## src/rtl/run_ctrl_pkg.sv

```systemverilog
// Shared types and constants for the processor_arm run-control sequencer.
package run_ctrl_pkg;

    typedef enum logic [2:0] {
        IDLE  = 3'd0,
        RESET = 3'd1,
        RUN   = 3'd2,
        DUMP  = 3'd3,
        DONE  = 3'd4
    } run_state_t;

    localparam logic [63:0] DEFAULT_HALT_ADDR = 64'hFF8;

endpackage

```

## src/rtl/sat_counter.sv

```systemverilog
// Up-counter with synchronous clear (priority over increment) that holds at all-ones.
module sat_counter #(
    parameter int W = 16
) (
    input  logic         clk,
    input  logic         reset,
    input  logic         clr,
    input  logic         inc,
    output logic [W-1:0] count
);

    always_ff @(posedge clk or posedge reset) begin
        if (reset) begin
            count <= '0;
        end else if (clr) begin
            count <= '0;
        end else if (inc && !(&count)) begin
            count <= count + W'(1);
        end
    end

endmodule

```

## src/rtl/run_controller.sv

```systemverilog
// Run-control sequencer: holds processor_arm in reset, lets it run until timeout or a
// halt store, requests a memory dump, then reports run statistics.
module run_controller
    import run_ctrl_pkg::*;
#(
    parameter int          N            = 64,
    parameter int          CW           = 16,
    parameter int          RESET_CYCLES = 2,
    parameter int          RUN_CYCLES   = 500,
    parameter int          DUMP_CYCLES  = 2,
    parameter bit          HALT_EN      = 1'b1,
    parameter logic [N-1:0] HALT_ADDR   = N'(DEFAULT_HALT_ADDR)
) (
    input  logic          CLOCK_50,
    input  logic          reset,
    input  logic          start,
    input  logic          DM_writeEnable,
    input  logic [N-1:0]  DM_addr,
    input  logic [N-1:0]  DM_writeData,
    output logic          cpu_reset,
    output logic          dump,
    output logic          busy,
    output logic          done,
    output logic          timeout,
    output logic [CW-1:0] cycle_count,
    output logic [CW-1:0] write_count,
    output logic [N-1:0]  last_addr,
    output logic [N-1:0]  last_data
);

    localparam logic [CW-1:0] RESET_LAST = CW'(RESET_CYCLES - 1);
    localparam logic [CW-1:0] DUMP_LAST  = CW'(DUMP_CYCLES - 1);
    localparam logic [CW-1:0] RUN_LIMIT  = CW'(RUN_CYCLES);

    run_state_t    state;
    run_state_t    next_state;
    logic [CW-1:0] phase;
    logic [CW-1:0] cycle_next;
    logic          phase_clr;
    logic          phase_inc;
    logic          stats_clr;
    logic          run_timeout;
    logic          run_store;
    logic          halt_hit;

    assign run_store  = (state == RUN) && DM_writeEnable;
    assign halt_hit   = HALT_EN && run_store && (DM_addr == HALT_ADDR);
    assign cycle_next = cycle_count + CW'(1);

    // One phase counter times both the RESET and DUMP windows; it is cleared on every entry.
    sat_counter #(.W(CW)) phase_ctr (
        .clk   (CLOCK_50),
        .reset (reset),
        .clr   (phase_clr),
        .inc   (phase_inc),
        .count (phase)
    );

    sat_counter #(.W(CW)) write_ctr (
        .clk   (CLOCK_50),
        .reset (reset),
        .clr   (stats_clr),
        .inc   (run_store),
        .count (write_count)
    );

    always_comb begin
        next_state  = state;
        phase_clr   = 1'b0;
        phase_inc   = 1'b0;
        stats_clr   = 1'b0;
        run_timeout = 1'b0;
        case (state)
            IDLE, DONE: begin
                if (start) begin
                    next_state = RESET;
                    phase_clr  = 1'b1;
                    stats_clr  = 1'b1;
                end
            end
            RESET: begin
                if (phase == RESET_LAST) begin
                    next_state = RUN;
                    phase_clr  = 1'b1;
                end else begin
                    phase_inc = 1'b1;
                end
            end
            RUN: begin
                // A halt store on the last allowed cycle still counts as a halt, not a timeout.
                if (halt_hit) begin
                    next_state = DUMP;
                    phase_clr  = 1'b1;
                end else if (cycle_next == RUN_LIMIT) begin
                    next_state  = DUMP;
                    phase_clr   = 1'b1;
                    run_timeout = 1'b1;
                end
            end
            DUMP: begin
                if (phase == DUMP_LAST) begin
                    next_state = DONE;
                end else begin
                    phase_inc = 1'b1;
                end
            end
            default: next_state = IDLE;
        endcase
    end

    // Outputs are decoded from the next state so they change on the same edge as the state.
    always_ff @(posedge CLOCK_50 or posedge reset) begin
        if (reset) begin
            state     <= IDLE;
            cpu_reset <= 1'b1;
            dump      <= 1'b0;
            busy      <= 1'b0;
            done      <= 1'b0;
        end else begin
            state     <= next_state;
            cpu_reset <= (next_state == IDLE) || (next_state == RESET);
            dump      <= (next_state == DUMP);
            busy      <= (next_state == RESET) || (next_state == RUN) || (next_state == DUMP);
            done      <= (next_state == DONE);
        end
    end

    always_ff @(posedge CLOCK_50 or posedge reset) begin
        if (reset) begin
            timeout     <= 1'b0;
            cycle_count <= '0;
            last_addr   <= '0;
            last_data   <= '0;
        end else if (stats_clr) begin
            timeout     <= 1'b0;
            cycle_count <= '0;
            last_addr   <= '0;
            last_data   <= '0;
        end else begin
            if (state == RUN) begin
                cycle_count <= cycle_next;
            end
            if (run_store) begin
                last_addr <= DM_addr;
                last_data <= DM_writeData;
            end
            if (run_timeout) begin
                timeout <= 1'b1;
            end
        end
    end

endmodule
```

## config.mk

```make
export PLATFORM = sky130hd
export DESIGN_NAME = run_controller
export DESIGN_NICKNAME = d
export VERILOG_FILES = /design/src/rtl/run_ctrl_pkg.sv /design/src/rtl/sat_counter.sv /design/src/rtl/run_controller.sv
export SDC_FILE = /design/constraint.sdc
export NUM_CORES = 1
export LEC_CHECK = 0
export BUFFER_PORTS_ARGS = -buffer_cell sky130_fd_sc_hd__clkbuf_2
export CAP_MARGIN = 0
export CORE_ASPECT_RATIO = 0.6
export CORE_MARGIN = 8
export CORE_UTILIZATION = 50
export CTS_BUF_LIST = sky130_fd_sc_hd__clkbuf_4
export CTS_CLUSTER_SIZE = 24
export DETAILED_ROUTE_END_ITERATION = 10
export PLACE_DENSITY = 0.82
export SETUP_SLACK_MARGIN = 0.05
export SLEW_MARGIN = 20
export SYNTH_ARGS = -nofsm -noshare
export SYNTH_HDL_FRONTEND = slang
export SYNTH_SLANG_ARGS = --single-unit
export TNS_END_PERCENT = 20
```

## constraint.sdc

```tcl
create_clock -name CLOCK_50 -period 9.35 [get_ports CLOCK_50]
set_input_delay 2.805 -clock CLOCK_50 [delete_from_list [all_inputs] [get_ports CLOCK_50]]
set_output_delay 2.805 -clock CLOCK_50 [all_outputs]
set_load 0.05 [all_outputs]
```

=== Word-level counts from Yosys, hierarchy flattened ===
Index checks and enable logic that the tools add are counted.

* Bits in registers: 184
* Output and inout port bits: 165
* Word-level logic and storage cells: 73

* Add/sub/neg operators: 3
* Equality and inequality tests: 11
* Muxes and demuxes: 28
* Reduce and logical (&&, ||, !) cells: 20

{| class="wikitable"
|+ Operator list
! kind !! number
|-
| $mux 64 || 4
|-
| $mux 16 || 6
|-
| $eq 64x12->1 const B || 1
|-
| $add 16x1->16 const B || 3
|-
| $reduce_and 16->1 || 2
|-
| $eq 16x1->1 const B || 1
|-
| $eq 16x9->1 const B || 1
|-
| $mux 3 || 5
|-
| $eq 3x2->1 const B || 4
|-
| $pmux 3 s4 || 1
|-
| $mux 1 || 11
|-
| $reduce_bool 2->1 || 5
|-
| $eq 3x1->1 const B || 2
|-
| $eq 3x3->1 const B || 2
|-
| $logic_not 3->1 || 2
|-
| $logic_and 1x1->1 || 4
|-
| $reduce_or 2->1 || 2
|-
| $logic_or 1x1->1 || 3
|-
| $pmux 1 s3 || 1
|-
| $logic_not 1->1 || 2
|}

=== Depth between registers and ports, before layout ===
Gate-level depths: netlist of the first run.

* Depth after elaboration: 8
* Mapped depth: 9
* Depth with buffers taken out: 8

=== Hierarchy ===
A second synthesis of the first run with hierarchy kept.

* Cells, all modules: 944
* Area, all modules: 8,469.4 µm²

{| class="wikitable"
|+ By module, submodules not included
! module !! instances !! cells an instance !! area an instance (µm²) !! sequential area each (µm²)
|-
| run_controller || 1 || 736 || 6,625.1 || 3,804.9
|-
| sat_counter || 2 || 104 || 922.1 || 400.4
|}

=== Worst setup path before layout of the first run ===
No wires, ideal clock.

* Kind: input -> register
* From: in DM_writeEnable
* To: reg phase_ctr.count[10]
* Arrival time: 4,301 ps
* Data required time: 9,221 ps
* Path slack: 4,921 ps
* Cell stages on the path: 8
* Cells stage by stage: nor4bb_1 buf_2 nand4_1 nor4_1 a21oi_1 o31ai_2 buf_2 nor3_2

* Cells in the longest elaborated chain, start to end: 5
* Elaborated cells on any way between the ends: 6

{| class="wikitable"
|+ RTL lines
! element !! RTL line !! text
|-
| start: declaration || run_controller.sv:17 || <nowiki>input logic DM_writeEnable,</nowiki>
|-
| $logic_and 1x1->1 * || run_controller.sv:46 || <nowiki>assign run_store = (state == RUN) && DM_writeEnable;</nowiki>
|-
| $logic_and 1x1->1 * || run_controller.sv:47 || <nowiki>assign halt_hit = HALT_EN && run_store && (DM_addr == HALT_ADDR);</nowiki>
|-
| $mux 1 * || run_controller.sv:91 || <nowiki>if (halt_hit) begin</nowiki>
|-
| $pmux 1 s3 * || run_controller.sv:73 || <nowiki>case (state)</nowiki>
|-
| $mux 16 or $reduce_bool 2->1 (tied branches) || -- ||
|-
| end signal: assignment || sat_counter.sv:18 || <nowiki>count <= count + W'(1);</nowiki>
|-
| end: declaration || sat_counter.sv:9 || <nowiki>output logic [W-1:0] count</nowiki>
|}

Every way passes the cells marked *; elsewhere a longest branch is shown, timed or not.
A chain may end at the register's enable or synchronous reset.

=== Worst setup path in the final report of the first run ===
* From: in DM_writeEnable
* To: reg phase_ctr.count[1]

The elaborated chain is that of the path after synthesis.

==> results by group, run 1 <==
Clocking
  • CTS max path bufs: 2
  • # hold bufs at CTS: 0
  • CTS tree: built
  • Number of gates resized after cts: 0
  • Num CTS Buffers: 17
  • Worst skew pair latency: 0.56 ns
  • H-tree levels: 4
  • Clock sink count: approximately 180
  • Clock root buffer: clkbuf_4
  • Reg clk slew, reported paths: about 0.16 ns
  • Post-CTS setup buffers: 0

Global route
  • First-pass GRT wire length: roughly 36000 um
  • Vias in the first global route: approximately 6500
  • Largest net degree at the start of global routing: 119
  • Remaining global-route overflow: 0
  • Initial antenna violation count: 0
  • All-layer global routing usage: 0.229

Placement
  • Pre-CTS setup slack: around 3.5 ns
  • Port Buffers: 296
  • Dpl hpwl: between 15000 and 20000 um
  • GPL Wtd Cong: around 0.91
  • Placed cell area: around 9400 um2

Setup path
  • Critical path peak fanout: between 100 and 150
  • Crit path largest cell delay: around 0.86 ns
  • Slowest stage cell on the critical path: buf_4
  • Worst setup SP type: primary input
  • Critical Path RT: slightly below 10 ns
  • Critical-path cell list: clkbuf_2 -> nor4bb_4 -> buf_4 -> buf_4 -> nand4_1 -> nor4_1 -> a21oi_1 -> o31ai_2 -> buf_4 -> a2111oi_4
  • Worst Path Arrival: approximately 5.7 ns
  • Kind of critical path: primary input to flip-flop
  • CP dominant cell by count: buf_4
  • Critical Path End Type: flip-flop

Logic synthesis
  • Yosys warning count: 0
  • Sequential fraction of the synthesis area: 0.595
  • Netlist cell types: 49
  • Net Count, Synth: 777
  • Mean area per synthesized cell: roughly 12 um2
  • Post-synthesis cell count: about 640
  • FF+latch count, synth: roughly 180
  • Mapped Area: around 7700 um2

Timing
  • Fmax: around 190 MHz
  • Slew margin rel.: 0.255
  • Setup tns final: 0 ns
  • Final hold vios: 0
  • Worst-margin pin slew: approximately 1.1 ns
  • Final period util: 0.562
  • Pins Over Slew Limit: 0
  • Post-layout min period: around 5.3 ns
  • Unrepaired setup endpoints after global routing: no
  • Setup ws final: a little over 4 ns
  • Worst Clk Skew: 0.0450 ns
  • Final setup fails: 0
  • Fin Hold WS: slightly above 0.5 ns

Routing
  • WL/cell: ~20 um
  • DRC viols: 0
  • Post-Route WL: about 23000 um
  • Drt first pass iters: 5
  • Post-route ant nets: 0
  • Vias per std cell: around 5.8
  • Detailed Route Iter0 Violations: between 600 and 700
  • DR vias: around 6500

Final layout
  • Area Overhead vs Synth: 25.0%
  • Area of all placed cells without fillers: slightly below 10000 um2
  • Share of layout cells above drive strength 1: 0.386
  • Nets: roughly 1100
  • ANT cells: 0
  • Fill count: about 1200

Floorplan
  • # IOs: a little under 300
  • Placement row count: 35
  • Core Box Area: ~15000 um2
  • Initial Util: 0.508
  • DIE WIDTH: roughly 180 um
  • Chip height: 112 um
  • Die area: 19900 um2

Pwr
  • Int Power: 1.53 mW
  • Sw Ratio: 0.501
  • Pleak: ~5 nW
  • Psw: 1.54 mW
  • Max IR drop VDD: about 0.00021 V
  • Combinational Power Share: 0.486
  • Clock power frac: 0.144
  • Pwr per Cell Area: 317 nW/um2
  • Sequential Power Share: 0.369

Run status
  • Status: finished, final reports clean

Run
  • Max cap viols: 0

Hold path
  • Worst min path class: flip-flop to flip-flop
-- cell usage in the layout, fill, tap and decap left out, types with 3 or more instances in the layout --
cell      Yosys  routed
clkbuf_4      0      17
o31ai_1       5       5
a22o_1      130     130
ha_1          4       4
inv_1         5       4
a21oi_1       4       4
mux2i_1       3       3
nand2b_1      3       3
clkbuf_2      0     296
and2_1        4       4
and3_1        6       6
buf_4         0       6
nand3_1      20      20
inv_6         0       5
o21ai_0      18      18
xnor2_1      22      22
nor4b_1       4       4
nor3_1       17      17
and4_1        6       6
dfrtp_1     183     183
or2_2         3       3
xor2_1       13      13
inv_8         0       3
nor3_2       10      10
nor2_1       39      38
nand2_1      32      32
nand4_1      17      17
nor4_1       26      26
-- flip-flops by register name, indices dropped and copies added, names as in the netlist --
register         count
state                3
cpu_reset            1
busy                 1
phase_ctr.count     16
done                 1
cycle_count         16
last_data           64
dump                 1
write_ctr.count     16
last_addr           64
timeout              1
-- worst max-delay path: cells and delay by family --
| family | cells | cell delay, ns |
|---|---|---|
| and+or+nand+nor | 3 | 0.82 |
| buffers and inverters | 4 | 1.63 |
| AOI/OAI and AO/OA | 3 | 0.37 |
-- path summary, 6_finish.rpt --
kind,start,end,slack (ns),cells after the start
max,DM_writeEnable,phase_ctr.count[1],4.09,10
min,last_data[51],last_data[51],0.52,1
max reg2reg,state[2],phase_ctr.count[1],5.90,9
min reg2reg,last_data[51],last_data[51],0.52,1
max in group asynchronous,reset,last_addr[37],5.55,3
min in group asynchronous,reset,last_data[1],2.42,2
-- routing by layer --
layer	track usage	up-vias	part of all wire	wire, um
li1	-	2981	-	-
met1	0.316	3220	0.44	10200
met2	0.344	315	0.45	10400
met3	0.0754	31	0.098	2290
met4	0.0580	0	0.016	371
met5	0	-	0	0
-- synth_stat cells, drive strengths merged --
cell | instances | area share
dfrtp | 183 | 0.59
a22o | 130 | 0.15
nor2 | 39 | 0.019
clkbuf | 33 | 0.016
nand2 | 32 | 0.016
nor4 | 28 | 0.025
nor3 | 27 | 0.024
xnor2 | 22 | 0.025
nand3 | 21 | 0.014
nand4 | 18 | 0.016
o21ai | 18 | 0.012
xor2 | 13 | 0.015
buf | 9 | 0.0079
and3 | 7 | 0.0063
and4 | 7 | 0.0082
o31ai | 6 | 0.0065
inv | 5 | 0.0024
a21oi | 4 | 0.0026
and2 | 4 | 0.0032
ha | 4 | 0.0065
nor4b | 4 | 0.0045
mux2i | 3 | 0.0039
nand2b | 3 | 0.0024
or2 | 3 | 0.0024
a31oi | 2 | 0.0016
nand3b | 2 | 0.0019
o21a | 2 | 0.0019
o41ai | 2 | 0.0023
a2111oi | 1 | 0.0036
and3b | 1 | 0.0011
and4b | 1 | 0.0013
dfstp | 1 | 0.0034
nand4b | 1 | 0.0011
nor3b | 1 | 0.00097
nor4bb | 1 | 0.0013
o211ai | 1 | 0.00097
or3 | 1 | 0.00081
or3b | 1 | 0.0011
-- power by group through the flow --
stage               logic [mW]  clock network [mW]  registers [mW]
finish                    1.49               0.444            1.13
global placement          1.47                   0            1.14
floorplan                0.477                   0            1.77
global route              1.58               0.492            1.16
CTS                       1.51               0.456            1.13
detailed placement        1.50                   0            1.15
-- stage by stage --
step / instances / power [mW] / utilization
2_1_floorplan: 641 / 2.25 / -
3_5_place_dp: 1105 / 2.65 / 0.617
6_report: 1136 / 3.07 / 0.636
5_1_grt: 1136 / 3.23 / 0.636
3_3_place_gp: 1104 / 2.61 / 0.615
4_1_cts: 1136 / 3.09 / 0.636
-- logic make-up after synthesis --
family	Yosys count	synth area share
multiplexers	3	0.00388
XOR/XNOR	35	0.0396
buffers and inverters	47	0.0263
AND/OR/NAND/NOR	202	0.151
adder cells (fa/ha/maj)	4	0.00646
flip-flops	184	0.595
AO/OA/AOI/OAI	166	0.178
-- cell type report --
cell class | count | area (um2) | share of cell area
sequential | 184 | 4610 | 0.476
multi-input combinational | 410 | 2960 | 0.306
timing repair buffer | 303 | 1550 | 0.160
tap | 203 | 254 | 0.0262
clock inverter | 14 | 159 | 0.0164
clock buffer | 17 | 128 | 0.0132
inverter | 5 | 26.3 | 0.00271
No activity file was read; power rests on OpenSTA's default activity.
==> inputs of run 2 (changes only) <==
- CORE_UTILIZATION: 50 -> 46
- PLACE_DENSITY: 0.82 -> 0.8
- clock period: 9.35 -> 4.65 ns (I/O delays scaled with it)
==> run 2 against run 1 <==
  * First-iteration DRC count fell by 18%
  * Sequential share of layout area fell by 0.64 points
  * Worst hold slack got worse by 0.0038 ns
  * Critical endpoint is now phase_ctr.count[12]
  * Largest cell class unchanged
  * Highest routed layer unchanged
==> results by group, run 2 (same netlist as run 1, synthesis figures left out) <==
Run status
  • Status: finished, final reports clean

Final layout
  • Fill count: 1426 (+14%)
  • Share of layout cells above drive strength 1: 0.387 (+0.00131)
  • Most common cell after layout, fill and taps aside: clkbuf_2
  • Most frequent cells in the layout: 296 x clkbuf_2, 183 x dfrtp_1, 130 x a22o_1, 38 x nor2_1, 32 x nand2_1
  • Nets: 1060 (+0.28%)
  • Biggest regs: last_addr (64), last_data (64)
  • Area Overhead vs Synth: 26.7%

Setup path
  • Slowest stage cell on the critical path: nor4bb_4
  • Worst R2R Path Depth: 7 (-2)
  • Critical-path cell list: clkbuf_2 -> nor4bb_4 -> nand4_1 -> nor4_1 -> a21oi_1 -> o31ai_2 -> buf_4 -> nor3_1
  • Critical Path End Type: flip-flop
  • Kind of critical path: primary input to flip-flop
  • Critical Path RT: 5.04 ns (-4.72 ns)
  • Critical path peak fanout: 16 (-85%)
  • Worst Path Arrival: 3.30 ns (-2.37 ns)
  • Crit path largest cell delay: 0.62 ns (-0.24 ns)
  • Worst reg2reg setup slack: 2.17 ns (-3.73 ns)
  • Critical R2R Launch: state[2]
  • Worst setup SP type: primary input
  • RR Endpoint: phase_ctr.count[12]

Pwr
  • Pwr per Cell Area: 645 nW/um2 (+100%)
  • Combinational Power Share: 0.473 (-0.013)
  • Psw: 3.04 mW (+97%)
  • Power Total: 6.33 mW (+110%)
  • Clock power frac: 0.166 (+0.022)
  • Pleak: 5.04 nW (+0.94%)
  • Max IR drop VDD: 0.000344 V (+62%)
  • Sw Ratio: 0.480 (-0.0212)
  • Sequential Power Share: 0.361 (-0.008)
  • Int Power: 3.29 mW (+110%)

Timing
  • Final setup fails: 0 (unchanged)
  • Pins Over Slew Limit: 0 (unchanged)
  • Final hold vios: 0 (unchanged)
  • Worst Clk Skew: 0.0328 ns (-0.0122 ns)
  • Slew margin rel.: 0.339 (+0.0840)
  • Post-layout min period: approximately 2.9 ns
  • Setup tns final: 0 ns (unchanged)
  • Setup ws final: 1.74 ns (-2.35 ns)
  • Fmax: about 340 MHz
  • Final period util: 0.625
  • Worst-margin pin slew: 0.992 ns (-0.126 ns)
  • Unrepaired setup endpoints after global routing: no

Clocking
  • Clock sink count: 184 (unchanged)
  • H-tree levels: 4 (unchanged)
  • Num CTS Buffers: 17 (unchanged)
  • Reg clk slew, reported paths: 0.13 ns (-0.03 ns)
  • Clock root buffer: clkbuf_4
  • Post-CTS setup buffers: 0 (unchanged)
  • Number of gates resized after cts: 0 (unchanged)
  • CTS max path bufs: 2 (unchanged)
  • CTS tree: built
  • Worst skew pair latency: 0.53 ns (-0.03 ns)
  • # hold bufs at CTS: 0 (unchanged)

Routing
  • WL/cell: 19.7 um (-4.0%)
  • Detailed Route Iter0 Violations: 572 (-18%)
  • DR vias: 6511 (-0.55%)
  • DRC viols: 0 (unchanged)
  • Post-Route WL: 23000 um (-1.6%)
  • Post-route ant nets: 0 (unchanged)
  • Vias per std cell: 5.59 (-2.9%)
  • Drt first pass iters: 5 (unchanged)

Global route
  • Remaining global-route overflow: 0 (unchanged)
  • All-layer global routing usage: 0.214 (-0.0156)
  • First-pass GRT wire length: 36300 um (-0.55%)
  • Initial antenna violation count: 1 (+1)
  • Vias in the first global route: 6538 (+1.3%)
  • Largest net degree at the start of global routing: 96 (-19%)

Placement
  • Pre-CTS setup slack: 1.21 ns (-2.28 ns)
  • GPL Wtd Cong: 0.869 (-4.0%)
  • Port Buffers: 296 (unchanged)
  • Dpl hpwl: 17300 um (about the same)

Hold path
  • Hold_sp: last_addr[41]
  • Sink of the worst hold path: last_addr[41]
  • Worst min path class: flip-flop to flip-flop
  • Hold Path Depth: 1 (unchanged)

Run
  • Max cap viols: 0 (unchanged)

Floorplan
  • DIE WIDTH: 184 um (+3.9%)
  • Die area: 21400 um2 (+7.7%)
  • Initial Util: 0.474 (-0.0345)
  • Placement row count: 36 (+2.9%)
  • # IOs: 297 (unchanged)
  • Core Box Area: 16400 um2 (+7.3%)
  • Chip height: 117 um (+3.7%)
==> run 2: changes by cell type in the layout (fill, tap and decap cells not counted), sizes merged <==
cell and delta:
buf +3, inv -4, clkinv -2, diode +1, bufinv +4, clkbuf +1
==> run 2: worst max-delay path by stage <==
| stage | from | endpoint | slack (ns) | cells past startpoint |
|---|---|---|---|---|
| 2_1_floorplan | reset | busy | 0.89 | 1 |
| 3_3_place_gp | DM_writeEnable | phase_ctr.count[11] | 1.31 | 8 |
| 3_5_place_dp | DM_writeEnable | phase_ctr.count[12] | 1.21 | 8 |
| 4_1_cts | cycle_count[10] | cycle_count[10] | 1.73 | 1 |
| 5_1_grt | DM_writeEnable | phase_ctr.count[11] | 1.57 | 8 |
| 6_report | DM_writeEnable | phase_ctr.count[12] | 1.74 | 8 |
==> run 2: cell type report <==
type	instances	area [um2]	share of cell area
flip-flops and latches	184	4610	0.469
diodes	1	2.50	0.000255
repair buffers	306	1590	0.162
clock inverters	12	214	0.0218
clock buffers	18	135	0.0138
inverters	5	22.5	0.00229
well taps	228	285	0.0291
multi-input cells	410	2960	0.301
==> run 2: stage by stage <==
step	area [um2]	utilization	hold WS, ns	cells
3_5_place_dp	9470	0.579	0.480	1133
3_3_place_gp	9470	0.579	0.481	1133
5_1_grt	9820	0.600	0.530	1164
2_1_floorplan	7750	-	0.559	641
4_1_cts	9820	0.600	0.519	1163
6_report	9820	0.600	0.513	1164
==> run 2: layer usage <==
layer	vias up	GRT usage	share of wire
met5	-	0	0
met4	0	0.0583	0.013
met3	24	0.0696	0.10
met2	301	0.329	0.45
met1	3201	0.287	0.44
li1	2985	-	-
==> run 2: worst max-delay path, delay by kind of cell <==
kind / cells / cell delay (ns)
AND/OR/NAND/NOR: 4 / 1.23
buffers and inverters: 2 / 0.40
AO/OA/AOI/OAI: 2 / 0.25
==> run 2: power by group through the flow <==
stage | Sequential (mW) | Clock (mW) | Combinational, mW
after global routing | 2.34 | 1.17 | 3.17
final | 2.29 | 1.05 | 2.99
after detailed placement | 2.30 | 0 | 3.02
after CTS | 2.28 | 1.09 | 3.02
after global placement | 2.30 | 0 | 2.97
after floorplan | 3.56 | 0 | 0.958
==> inputs of run 3 (changes only) <==
- ABC_AREA: unset -> 1
- CORE_UTILIZATION: 46 -> 47
- clock period: 4.65 -> 2.5 ns (I/O delays scaled with it)
==> run 3 against run 2 <==
  * Cell area grew 8.8%
  * Wire length grew 17%
  * Clock power rose by 49%
  * Flip-flop and latch count did not move
  * Highest routed layer unchanged
  * Critical path type is now flip-flop to flip-flop
  * Sequential power rose by 49%
  * Total power increased by 5.9%
  * Die area grew 7.9%
==> results by group, run 3 <==
Run status
  • Status: finished, final reports clean

Routing
  • Drt first pass iters: 5 (unchanged)
  • Post-Route WL: 26800 um (+17%)
  • Detailed Route Iter0 Violations: 711 (+24%)
  • Post-route ant nets: 0 (unchanged)
  • Vias per std cell: 5.19 (-7.2%)
  • WL/cell: 16.8 um (-15%)
  • DRC viols: 0 (unchanged)
  • DR vias: 8262 (+27%)

Hold path
  • Worst min path class: primary input to asynchronous set/reset pin

Timing
  • Fmax: ~450 MHz
  • Slew margin rel.: 0.706 (+0.367)
  • Setup ws final: 0.266 ns (-1.48 ns)
  • Unrepaired setup endpoints after global routing: no
  • Final period util: 0.894
  • Post-layout min period: 2.23 ns
  • Worst-margin pin slew: 0.440 ns (-0.552 ns)
  • Worst Clk Skew: 0.0238 ns (-0.00896 ns)
  • Final hold vios: 0 (unchanged)
  • Final setup fails: 0 (unchanged)
  • Pins Over Slew Limit: 0 (unchanged)

Logic synthesis
  • FF+latch count, synth: 184 (unchanged)
  • Ranking of synthesized cells by area: dfrtp_1 53%, nand2_1 11%, nand3_1 10%
  • Mean area per synthesized cell: 8.14 um2 (-33%)
  • EDFF count, synth: 0 (unchanged)
  • Net Count, Synth: 1195 (+54%)
  • Sequential fraction of the synthesis area: 0.534 (-0.0602)
  • Post-synth top area share: 0.531 (-0.0598)
  • Synth Flop Type: dfrtp_1
  • Cell with the most instances after synthesis: nand2_1
  • Netlist cell types: 32 (-35%)
  • Post-synth ARST share: 1.00 (unchanged)
  • Largest area contributor in the netlist: dfrtp_1
  • Yosys warning count: 0 (unchanged)
  • Post-synthesis cell count: 1059 (+65%)
  • Mapped Area: 8620 um2 (+11%)
  • Post-synth top cells: 257 x nand2_1, 183 x dfrtp_1, 172 x nand3_1

Clocking
  • Reg clk slew, reported paths: 0.17 ns (+0.04 ns)
  • CTS tree: built
  • # hold bufs at CTS: 0 (unchanged)
  • Num CTS Buffers: 17 (unchanged)
  • Worst skew pair latency: 0.56 ns (+0.03 ns)
  • Clock root buffer: clkbuf_4
  • Number of gates resized after cts: 0 (unchanged)
  • Post-CTS setup buffers: 0 (unchanged)
  • H-tree levels: 4 (unchanged)
  • Clock sink count: 184 (unchanged)
  • CTS max path bufs: 2 (unchanged)

Final layout
  • Share of layout cells above drive strength 1: 0.275 (-0.112)
  • ANT cells: 0 (-1)
  • Fin cells: 1591 (+37%)
  • Area Overhead vs Synth: 24.0%
  • Biggest regs: last_addr (64), last_data (64)
  • Area of all placed cells without fillers: 10700 um2 (+8.8%)
  • Nets: 1475 (+39%)
  • Most common cell after layout, fill and taps aside: clkbuf_2
  • Most frequent cells in the layout: 296 x clkbuf_2, 256 x nand2_1, 183 x dfrtp_1, 172 x nand3_1, 115 x inv_1
  • Fill count: 1634 (+15%)

Floorplan
  • Core Box Area: 18000 um2 (+10%)
  • Initial Util: 0.478 (+0.00451)
  • Chip height: 121 um (+3.8%)
  • Placement row count: 38 (+5.6%)
  • Die area: 23100 um2 (+7.9%)
  • DIE WIDTH: 191 um (+4.0%)
  • # IOs: 297 (unchanged)

Setup path
  • Worst R2R Path Depth: 12 (+5)
  • Critical R2R Launch: cycle_count[0]
  • Worst reg2reg setup slack: 0.27 ns (-1.90 ns)
  • Critical path peak fanout: 16 (unchanged)
  • Worst Path Arrival: 2.67 ns (-0.63 ns)
  • Worst Path Buf+Inv: 0 (-2)
  • Worst setup SP type: flip-flop
  • Critical Path RT: 2.94 ns (-2.10 ns)
  • Kind of critical path: flip-flop to flip-flop
  • Critical Path End Type: flip-flop
  • RR Endpoint: phase_ctr.count[15]
  • Crit path largest cell delay: 0.48 ns (-0.14 ns)
  • Crit-path leading delay family: simple AND/OR/NAND/NOR gates
  • CP dominant cell by count: nand2_1
  • Critical-path cell list: ha_2 -> nand3_2 -> nor2_4 -> nand2_1 -> nor2_1 -> nand2_1 -> nand2_1 -> nand2_1 -> nor2_2 -> nand2_2 -> nand3_4 -> nor2_1
  • Slowest stage cell on the critical path: dfrtp_1

Placement
  • Placed cell area: 10400 um2 (+10%)
  • Port Buffers: 296 (unchanged)
  • GPL Wtd Cong: 0.925 (+6.5%)
  • Pre-CTS setup slack: 0.292 ns (-0.922 ns)
  • Placed Cells: 1560 (+38%)
  • Dpl hpwl: 20800 um (+21%)

Pwr
  • Int Power: 4.03 mW (+23%)
  • Clock power frac: 0.233 (+0.067)
  • Sw Ratio: 0.398 (-0.0820)
  • Psw: 2.67 mW (-12%)
  • Sequential Power Share: 0.509 (+0.148)
  • Max IR drop VDD: 0.000353 V (+2.4%)
  • Pleak: 5.75 nW (+14%)
  • Combinational Power Share: 0.257 (-0.216)
  • Pwr per Cell Area: 628 nW/um2 (-2.7%)

Global route
  • Vias in the first global route: 7860 (+20%)
  • Initial antenna violation count: 0 (-1)
  • All-layer global routing usage: 0.230 (+0.0161)
  • Largest net degree at the start of global routing: 87 (-9.4%)
  • First-pass GRT wire length: 42600 um (+17%)
  • Remaining global-route overflow: 0 (unchanged)

Run
  • Max cap viols: 0 (unchanged)
run 3: cells by family (layout without fill, tap and decap cells):
family	Yosys count	after routing	share of synthesized area
compound gates	98	98	0.0601
xor+xnor	16	16	0.0171
fa+ha+maj	4	4	0.00581
buf+inv	166	458	0.0738
flops	184	184	0.534
mux	1	1	0.00116
simple gates	590	590	0.308
run 3: layout make-up:
type | instances | area, um2 | share of cell area
Clock buffer | 17 | 128 | 0.0119
Clock inverter | 14 | 135 | 0.0126
Inverter | 117 | 445 | 0.0417
Multi-Input combinational cell | 709 | 3390 | 0.318
Sequential cell | 184 | 4610 | 0.431
Tap cell | 240 | 300 | 0.0281
Timing Repair Buffer | 310 | 1670 | 0.157
run 3: through the flow:
step	total power, mW	setup TNS [ns]	util	hold slack, ns
floorplan	4.64	-112.33	-	0.553
global placement	5.18	0	0.578	0.481
detailed placement	5.21	0	0.578	0.486
CTS	6.76	0	0.593	0.0923
global route	7.02	0	0.593	0.114
finish	6.71	0	0.593	0.144
run 3: worst max path at each step:
stage,startpoint,endpoint,slack (ns),cells after the start
2_1_floorplan,reset,busy,-0.61,1
3_3_place_gp,DM_addr[0],phase_ctr.count[13],0.32,9
5_1_grt,cycle_count[0],phase_ctr.count[15],0.10,12
3_5_place_dp,cycle_count[0],phase_ctr.count[15],0.29,12
4_1_cts,cycle_count[0],phase_ctr.count[15],0.26,12
6_report,cycle_count[0],phase_ctr.count[15],0.27,12
run 3: per-layer routing:
| metal | GRT usage | wire, um | up-vias |
|---|---|---|---|
| met5 | 0 | 0 | - |
| met4 | 0.0579 | 434 | 0 |
| met3 | 0.0660 | 2270 | 29 |
| met2 | 0.347 | 12200 | 326 |
| met1 | 0.322 | 11900 | 3903 |
| li1 | - | - | 4004 |
run 3: power by group through the flow:
| stage | clock [mW] | combinational (mW) | sequential [mW] |
|---|---|---|---|
| after floorplan | 0 | 0.377 | 4.26 |
| after global routing | 1.73 | 1.84 | 3.45 |
| final | 1.56 | 1.73 | 3.42 |
| after detailed placement | 0 | 1.75 | 3.46 |
| after global placement | 0 | 1.73 | 3.46 |
| after CTS | 1.61 | 1.75 | 3.41 |
